$ cat config.mk
export PLATFORM = sky130hd
export DESIGN_NAME = pe_mac_pipe
export DESIGN_NICKNAME = d
export VERILOG_FILES = /design/src/rtl/pe_pkg.sv /design/src/rtl/pe_mul_stage.sv /design/src/rtl/pe_mac_pipe.sv
export SDC_FILE = /design/constraint.sdc
export NUM_CORES = 1
export LEC_CHECK = 0
export BUFFER_PORTS_ARGS = -buffer_cell sky130_fd_sc_hd__clkbuf_2
export CELL_PAD_IN_SITES_DETAIL_PLACEMENT = 1
export CELL_PAD_IN_SITES_GLOBAL_PLACEMENT = 1
export CORE_UTILIZATION = 45
export CTS_BUF_LIST = sky130_fd_sc_hd__clkbuf_4 sky130_fd_sc_hd__clkbuf_8
export DETAILED_ROUTE_END_ITERATION = 16
export GPL_TIMING_DRIVEN = 0
export PLACE_DENSITY = 0.86
export SLEW_MARGIN = 20
export SYNTH_ARGS = -nofsm -noshare
export SYNTH_HDL_FRONTEND = slang
export SYNTH_SLANG_ARGS = --single-unit
export TNS_END_PERCENT = 20
$ cat constraint.sdc
create_clock -name CLK -period 5.6 [get_ports CLK]
set_clock_uncertainty 0.2 [all_clocks]
set_input_delay 1.12 -clock CLK [delete_from_list [all_inputs] [get_ports CLK]]
set_output_delay 1.12 -clock CLK [all_outputs]
set_load 0.02 [all_outputs]
$ cat src/rtl/pe_pkg.sv
// Shared definitions for the PE MAC pipeline: mode encoding and saturation bounds.
package pe_pkg;

  typedef enum logic {
    PE_MODE_OS = 1'b0,
    PE_MODE_WS = 1'b1
  } pe_mode_e;

  // Bounds are built wide and truncated by the caller to its accumulator width.
  localparam int PE_BOUND_W = 128;

  function automatic logic [PE_BOUND_W-1:0] pe_sat_max(input int w, input bit sgn);
    logic [PE_BOUND_W-1:0] one;
    one = PE_BOUND_W'(1);
    return sgn ? ((one << (w - 1)) - one) : ((one << w) - one);
  endfunction

  function automatic logic [PE_BOUND_W-1:0] pe_sat_min(input int w, input bit sgn);
    logic [PE_BOUND_W-1:0] one;
    one = PE_BOUND_W'(1);
    return sgn ? (one << (w - 1)) : '0;
  endfunction

endpackage

$ cat src/rtl/pe_mul_stage.sv
// Registered multiply stage: product of the captured operands, extended to accumulator width.
module pe_mul_stage #(
  parameter int OPND_BWIDTH = 8,
  parameter int ACC_BWIDTH  = 32,
  parameter int SIGNED      = 1
) (
  input  logic                   CLK,
  input  logic                   RST,
  input  logic                   en,
  input  logic                   kill,
  input  logic [OPND_BWIDTH-1:0] a,
  input  logic [OPND_BWIDTH-1:0] b,
  input  logic                   a_vld,
  input  logic                   b_vld,
  output logic [ACC_BWIDTH-1:0]  prod,
  output logic                   prod_vld
);
  localparam int PW = 2 * OPND_BWIDTH;

  logic [ACC_BWIDTH-1:0] prod_ext;

  generate
    if (SIGNED != 0) begin : g_sgn
      logic signed [PW-1:0] ae, be, p;
      assign ae       = {{OPND_BWIDTH{a[OPND_BWIDTH-1]}}, a};
      assign be       = {{OPND_BWIDTH{b[OPND_BWIDTH-1]}}, b};
      assign p        = ae * be;
      assign prod_ext = ACC_BWIDTH'(p);
    end else begin : g_uns
      logic [PW-1:0] p;
      assign p        = {{OPND_BWIDTH{1'b0}}, a} * {{OPND_BWIDTH{1'b0}}, b};
      assign prod_ext = ACC_BWIDTH'(p);
    end
  endgenerate

  always_ff @(posedge CLK) begin
    if (RST) begin
      prod     <= '0;
      prod_vld <= 1'b0;
    end else if (en) begin
      prod     <= prod_ext;
      prod_vld <= a_vld & b_vld & ~kill;
    end
  end

endmodule

$ cat src/rtl/pe_mac_pipe.sv
// Systolic PE: operand capture, registered multiply, accumulate in OS or WS mode
// with optional saturation and a sticky overflow flag.
module pe_mac_pipe
  import pe_pkg::*;
#(
  parameter int OPND_BWIDTH = 8,
  parameter int ACC_BWIDTH  = 32,
  parameter int SIGNED      = 1,
  parameter int SAT_EN      = 0
) (
  input  logic                   CLK,
  input  logic                   RST,
  input  logic                   ROWE,
  input  logic                   COLE,
  input  logic                   MODE,
  input  logic                   COMPUTE,
  input  logic                   FLUSH,
  input  logic                   LOAD_W,
  input  logic                   CLR_ACC,
  input  logic [OPND_BWIDTH-1:0] OPND1_in,
  input  logic                   OPND1_VLD_in,
  input  logic [OPND_BWIDTH-1:0] OPND2_in,
  input  logic                   OPND2_VLD_in,
  input  logic [ACC_BWIDTH-1:0]  ACC_in,
  input  logic                   ACC_VLD_in,
  output logic [OPND_BWIDTH-1:0] OPND1_out,
  output logic                   OPND1_VLD_out,
  output logic [OPND_BWIDTH-1:0] OPND2_out,
  output logic                   OPND2_VLD_out,
  output logic [ACC_BWIDTH-1:0]  ACC_out,
  output logic                   ACC_VLD_out,
  output logic                   OVF
);
  localparam int AW = ACC_BWIDTH;
  localparam logic [AW-1:0] ACC_MAX = AW'(pe_sat_max(AW, SIGNED != 0));
  localparam logic [AW-1:0] ACC_MIN = AW'(pe_sat_min(AW, SIGNED != 0));

  generate
    if (ACC_BWIDTH < 2 * OPND_BWIDTH) begin : g_bad_width
      $error("pe_mac_pipe: ACC_BWIDTH must be >= 2*OPND_BWIDTH");
    end
  endgenerate

  logic en, ws, flush_os, nop, adv;
  logic [OPND_BWIDTH-1:0] opnd1_reg, opnd2_reg, weight;
  logic opnd1_vld, opnd2_vld, w_vld;
  logic [AW-1:0] prod, acc_reg;
  logic prod_vld, acc_vld, ovf_q;

  // FLUSH only means something in OS; COMPUTE+FLUSH there freezes the whole PE.
  assign en       = ROWE & COLE;
  assign ws       = (pe_mode_e'(MODE) == PE_MODE_WS);
  assign flush_os = FLUSH & ~ws;
  assign nop      = COMPUTE & flush_os;
  assign adv      = en & ~nop;

  // In WS the weight is snapshotted into opnd2_reg at capture, so a same-cycle
  // LOAD_W affects only later operands.
  always_ff @(posedge CLK) begin
    if (RST) begin
      opnd1_reg <= '0;
      opnd1_vld <= 1'b0;
      opnd2_reg <= '0;
      opnd2_vld <= 1'b0;
      weight    <= '0;
      w_vld     <= 1'b0;
    end else if (adv) begin
      if (COMPUTE) begin
        opnd1_reg <= OPND1_in;
        opnd1_vld <= OPND1_VLD_in;
        opnd2_reg <= ws ? weight : OPND2_in;
        opnd2_vld <= ws ? w_vld : OPND2_VLD_in;
      end else begin
        opnd1_vld <= 1'b0;
        opnd2_vld <= 1'b0;
      end
      if (LOAD_W) begin
        weight <= OPND2_in;
        w_vld  <= OPND2_VLD_in;
      end
    end
  end

  pe_mul_stage #(
    .OPND_BWIDTH (OPND_BWIDTH),
    .ACC_BWIDTH  (ACC_BWIDTH),
    .SIGNED      (SIGNED)
  ) u_mul (
    .CLK      (CLK),
    .RST      (RST),
    .en       (adv),
    .kill     (flush_os),
    .a        (opnd1_reg),
    .b        (opnd2_reg),
    .a_vld    (opnd1_vld),
    .b_vld    (opnd2_vld),
    .prod     (prod),
    .prod_vld (prod_vld)
  );

  logic [AW-1:0] addend, clamp, sum_res;
  logic [AW:0]   sum_full;
  logic          sum_ovf;

  // One extra bit of sum carries the true result for overflow detection.
  always_comb begin
    addend = ws ? ACC_in : acc_reg;
    if (SIGNED != 0) begin
      sum_full = {addend[AW-1], addend} + {prod[AW-1], prod};
      sum_ovf  = sum_full[AW] ^ sum_full[AW-1];
      clamp    = sum_full[AW] ? ACC_MIN : ACC_MAX;
    end else begin
      sum_full = {1'b0, addend} + {1'b0, prod};
      sum_ovf  = sum_full[AW];
      clamp    = ACC_MAX;
    end
    sum_res = (sum_ovf && (SAT_EN != 0)) ? clamp : sum_full[AW-1:0];
  end

  always_ff @(posedge CLK) begin
    if (RST) begin
      acc_reg <= '0;
      acc_vld <= 1'b0;
      ovf_q   <= 1'b0;
    end else if (adv) begin
      if (CLR_ACC) begin
        acc_reg <= prod_vld ? prod : '0;
        acc_vld <= prod_vld;
        ovf_q   <= 1'b0;
      end else if (flush_os) begin
        acc_reg <= ACC_in;
        acc_vld <= ACC_VLD_in;
      end else if (prod_vld) begin
        acc_reg <= sum_res;
        acc_vld <= ws ? ACC_VLD_in : 1'b1;
        if (sum_ovf) ovf_q <= 1'b1;
      end else if (ws) begin
        acc_reg <= ACC_in;
        acc_vld <= 1'b0;
      end
    end
  end

  assign OPND1_out     = opnd1_reg;
  assign OPND1_VLD_out = opnd1_vld;
  assign OPND2_out     = ws ? weight : opnd2_reg;
  assign OPND2_VLD_out = ws ? w_vld : opnd2_vld;
  assign ACC_out       = acc_reg;
  assign ACC_VLD_out   = acc_vld;
  assign OVF           = ovf_q;

endmodule

Yosys cells after proc, flatten, opt, wreduce, memory -nomap -nowiden:

Index checks and enable logic that the tools add are counted.

* word-level logic and storage cells: 51
* input bits: 60
* bits in registers: 78

* $mul: 1
* bitwise logic cells: 10
* reduce and logical (&&, ||, !) cells: 7
* equality and inequality tests: 1
* multiplexer cells: 20
* add/sub/neg operators: 1

Operators with widths (count)
* $mux 32: 5
* $add 32x16->33: 1
* $mul 8x8->16: 1
* $mux 8: 2
* $mux 1: 13
* $and 1x1->1: 6
* $reduce_and 2->1: 3
* $reduce_and 4->1: 1
* $reduce_bool 2->1: 2
* $reduce_bool 4->1: 1
* $not 1->1: 3
* $ne 2x2->1 const B: 1
* $xor 1x1->1: 1

Depth between registers and ports, before layout:

* word-level depth: 7
* gate-level depth with buffers: 20

Modules after synthesis:

From an unflattened synthesis, not the netlist that was laid out.

* cell total of the unflattened synthesis: 1005
* area, all modules: 8277.9 um^2

By module, submodules not included
* pe_mac_pipe: area each 5046.1 um^2, instances 1, cells an instance 649
* pe_mul_stage: area each 3231.8 um^2, instances 1, cells an instance 356

Least setup slack after synthesis:

OpenSTA, ideal clock, no wires.

* path kind: register to register
* start: reg opnd1_reg[2], in the netlist OPND1_out[2]
* end: reg u_mul.prod[14]
* stages on the path, launching flop included: 18
* clock period less this slack: 4.893 ns
* buffers on the path: 0
* slack: 0.707 ns
* arrival time: 4.559 ns
* cells stage by stage: dfxtp_1 -> nand2_1 -> fa_1 -> fa_1 -> inv_1 -> fa_1 -> inv_1 -> fa_1 -> inv_1 -> ha_1 -> o21ai_0 -> a21oi_1 -> o21ai_0 -> a21oi_1 -> o21ai_0 -> a21oi_1 -> nor4b_1 -> or4_1

* longest elaborated chain between the ends: 1

Ends and longest elaborated chain
* start, declared: RTL line pe_mac_pipe.sv:45 `logic [OPND_BWIDTH-1:0] opnd1_reg, opnd2_reg, weight;`
* start signal, assigned: RTL line pe_mac_pipe.sv:69 `opnd1_reg <= OPND1_in;`
* $mul 8x8->16: RTL line pe_mul_stage.sv:27 `assign p = ae * be;`
* end signal, assigned: RTL line pe_mul_stage.sv:41 `prod <= prod_ext;`
* end, declared: RTL line pe_mul_stage.sv:15 `output logic [ACC_BWIDTH-1:0] prod,`

Every way passes these cells.
A chain may end at the register's enable or synchronous reset.

Worst setup path after layout:

* start: reg opnd2_reg[2]
* end: reg u_mul.prod[14]

* longest elaborated chain between the ends: 1

Ends and longest elaborated chain
* start, declared: RTL line pe_mac_pipe.sv:45
* start signal, assigned: RTL line pe_mac_pipe.sv:71 `opnd2_reg <= ws ? weight : OPND2_in;`
* $mul 8x8->16: RTL line pe_mul_stage.sv:27

Every way passes these cells.

==> impl_metrics.env <==
export IMPL_hold_path_startpoint="weight[6]$_SDFFE_PP0P_"
export IMPL_syn_num_nets=1201
export IMPL_fin_ws_ns=0.253
export IMPL_diodes=0
export IMPL_finish_utilization=0.525
export IMPL_cts_buffers=9
export IMPL_synthArstFlopShare=0
export IMPL_numClockSinks=78
export IMPL_relSlewSlack=0.306
export IMPL_final_cells=1371
export IMPL_use_met2=0.533
export IMPL_num_rows=48
export IMPL_dp_hpwl_um=22400
export IMPL_worstHoldEndpoint="weight[6]$_SDFFE_PP0P_"
export IMPL_power_mw=1.51
export IMPL_cts_root_buf="clkbuf_8"
export IMPL_whs_path_depth=2
export IMPL_track_usage=0.318
export IMPL_place_inst=1357
export IMPL_core_sq_um=17500
export IMPL_holdBufCountCts=0
export IMPL_drt_iter0_drc=532
export IMPL_h_tree_depth=3
export IMPL_nets=1318
export IMPL_final_cell_area_sq_um=9210
export IMPL_route_detailed_drc=0
export IMPL_power_density_nw_per_um2=164
export IMPL_grt_first_pass_wirelength_um=45200
export IMPL_drv_cap=0
export IMPL_place_congestion=0.908
export IMPL_grt_pass1_vias=8583
export IMPL_reg2reg_to="u_mul.prod[14]$_SDFFE_PP0P_"
export IMPL_die_w_um=137
export IMPL_worstHoldPathType="register to register"
export IMPL_syn_area_sq_um=8180
export IMPL_worstPathRequired_ns=5.68
export IMPL_end_kind="register"
export IMPL_dp_slack_ns=-0.506
export IMPL_period_minus_slack_ns=5.35
export IMPL_crit_chain="clkbuf_2 > nand2_1 > fa_1 > inv_1 > fa_1 > fa_1 > inv_1 > fa_1 > inv_1 > ha_1 > inv_1 > a21oi_1 > o21ai_0 > a21oi_1 > o21ai_1 > a21oi_1 > nor4b_1 > or4_1"
export IMPL_synthMuxAreaShare=0.0712
export IMPL_syn_inst=1024
export IMPL_slowest_delay_ns=0.58
export IMPL_synth_edff_count=0
export IMPL_worst_path_buf_inv=5
export IMPL_area_delta_synth_final_pct=12.6
export IMPL_synth_area_leader_cell="dfxtp_1"
export IMPL_dieArea_sq_um=18700
export IMPL_yosysSeqAreaShare=0.191
export IMPL_setup_viol=0
export IMPL_status="completed"
export IMPL_r2r_start="opnd2_reg[2]$_SDFFE_PP0P_"
export IMPL_synth_warnings=0
export IMPL_cp_max_fo=10
export IMPL_post_dp_cell_area_sq_um=9000
export IMPL_wl_per_cell_um=21.0
export IMPL_synth_seq_cells=78
export IMPL_largest_reg_flops=32
export IMPL_cts_buffer_depth=2
export IMPL_vias=8213
export IMPL_leakagePower_nw=4.04
export IMPL_crit_arrival_ns=5.43
export IMPL_hold_viol_final=0
export IMPL_ir_worst_vdd_v=0.000145
export IMPL_tritoncts="done"
export IMPL_path_clk_slew_ns=0.10
export IMPL_gr_usage_met1=0.410
export IMPL_crit_path_start_kind="register"
export IMPL_synth_xor_xnor_area_share=0.0407
export IMPL_antenna_left=0
export IMPL_yosys_top_cells_area="dfxtp_1 19%, fa_1 14%, ha_1 9.3%"
export IMPL_fillers=2250
export IMPL_syn_avg_cell_area_sq_um=7.98
export IMPL_antenna_found_initial=0
export IMPL_synthAdderAreaFrac=0.230
export IMPL_io_buffers=108
export IMPL_start_util=0.466
export IMPL_crit_cells=18
export IMPL_grtUsageMet3=0.0648
export IMPL_die_height_um=137
export IMPL_multi_input_area_sq_um=6040
export IMPL_grt_max_degree=20
export IMPL_drv_slew=0
export IMPL_final_seq_area_sq_um=1560
export IMPL_worstMarginPinSlew_ns=1.04
export IMPL_vias_per_cell=5.99
export IMPL_max_freq_mhz=187
export IMPL_critPathTopFamily="adder cells"
export IMPL_overflow=0
export IMPL_synth_simple_area_share=0.180
export IMPL_cts_setup_buffers=0
export IMPL_synth_ff_type="dfxtp_1"
export IMPL_crit_slowest_cell="fa_1"
export IMPL_synth_top_area_frac=0.191
export IMPL_first_pass_iters=5
export IMPL_busiest_layer="met2"
export IMPL_clk_latency_ns=0.40
export IMPL_synth_top_family_by_area="adder cells"
export IMPL_rsz0062_at_grt="false"
export IMPL_ff2ff_path_depth=18
export IMPL_r2r_slack_ns=0.25
export IMPL_ys_types=61
export IMPL_boundaryPins=112
export IMPL_period_share=0.955
export IMPL_drive_gt1_frac=0.162
export IMPL_synth_compound_area_frac=0.216
export IMPL_worst_setup_path_type="register to register"
export IMPL_drt_total_wl_um=28700
==> metal layers <==
layer | vias to the layer above | wire (um)
met3 | 56 | 2280
met2 | 352 | 13500
met5 | - | 0
li1 | 3771 | -
met4 | 0 | 693
met1 | 4034 | 12300
==> cells in the mapped netlist, types with 3 or more instances <==
cell type    n
nand2_1    119
inv_1       96
a21oi_1     91
nor2_1      79
dfxtp_1     78
ha_1        61
fa_1        56
clkbuf_1    46
and2_1      44
o21ai_0     42
mux2_2      41
a211oi_1    29
xnor2_1     28
nor3_1      21
nand3_1     16
mux2i_1     12
o211ai_1    11
o21a_1      11
a21o_1      10
a311oi_1    10
nand2b_1    10
xor2_1      10
nor2b_1      8
a22oi_1      7
buf_1        7
nand4_1      6
a2111oi_0    5
a31oi_1      5
o22ai_1      5
buf_2        4
o31a_1       4
a221oi_1     3
nand3b_1     3
o21bai_1     3
o31ai_1      3
==> where the power goes <==
part           total (mW)  switching [mW]  internal, mW  leakage, nW
clock network       0.484           0.271         0.213        0.103
registers           0.609          0.0304         0.579        0.636
logic               0.416           0.262         0.154         3.30
total                1.51           0.563         0.946         4.04
==> how the worst max path moves through the flow <==
| stage | from | endpoint | slack, ns |
|---|---|---|---|
| floorplan | OPND1_out[2]$_SDFFE_PP0P_ | u_mul.prod[14]$_SDFFE_PP0P_ | 0.71 |
| global placement | MODE | ACC_out[30]$_SDFFE_PP0P_ | -0.39 |
| detailed placement | MODE | ACC_out[30]$_SDFFE_PP0P_ | -0.51 |
| CTS | opnd2_reg[6]$_SDFFE_PP0P_ | u_mul.prod[14]$_SDFFE_PP0P_ | 0.1 |
| global route | opnd2_reg[3]$_SDFFE_PP0P_ | u_mul.prod[14]$_SDFFE_PP0P_ | 0.01 |
| finish | opnd2_reg[2]$_SDFFE_PP0P_ | u_mul.prod[14]$_SDFFE_PP0P_ | 0.25 |
==> final cells by class <==
| cell class | count | area share |
|---|---|---|
| Buffer | 55 | 0.0236 |
| Clock buffer | 9 | 0.0135 |
| Clock inverter | 7 | 0.00870 |
| Inverter | 96 | 0.0391 |
| Multi-Input combinational cell | 793 | 0.656 |
| Sequential cell | 78 | 0.170 |
| Tap cell | 225 | 0.0306 |
| Timing Repair Buffer | 108 | 0.0587 |
==> timing repair <==
action,CTS,global route
resized for setup,4,4
hold endpoints to repair,0,0
cloned,0,0
pin swaps,0,1
endpoints found under the setup margin,3,3
==> layout by cell type, fill, tap and decap left out, drive strengths merged, types with 7 or more instances in the layout <==
cell	Yosys	routed
mux2i	12	12
ha	61	61
o211ai	11	11
nand2b	10	10
inv	96	100
mux2	41	41
a311oi	10	10
clkbuf	46	161
nand2	119	119
a22oi	7	7
and2	44	44
a211oi	31	31
buf	11	11
nor2	79	79
nand3	16	16
nor2b	8	8
xnor2	28	28
o21ai	45	45
nor3	21	21
a21o	11	11
xor2	10	10
a21oi	91	91
o21a	11	11
fa	56	56
dfxtp	78	78
==> logic make-up (layout without fill, tap and decap cells) <==
logic type | after synthesis | in the layout
xor+xnor | 38 | 38
buf+inv | 153 | 275
flops | 78 | 78
compound gates | 266 | 266
fa+ha+maj | 117 | 117
mux | 53 | 53
simple gates | 319 | 319
==> metrics by stage <==
stage	hold slack [ns]	setup TNS [ns]
after floorplan	0.237	0
final	0.278	0
after global placement	0.244	-1.44
after global routing	0.296	0
after detailed placement	0.263	-2.00
after CTS	0.279	0
==> tightest hold or removal path: stages (launching register included) <==
cell and delay, ns:
dfxtp_1 0.33, nand2_1 0.05, a21oi_1 0.05
(Power assumes the default switching activity.)
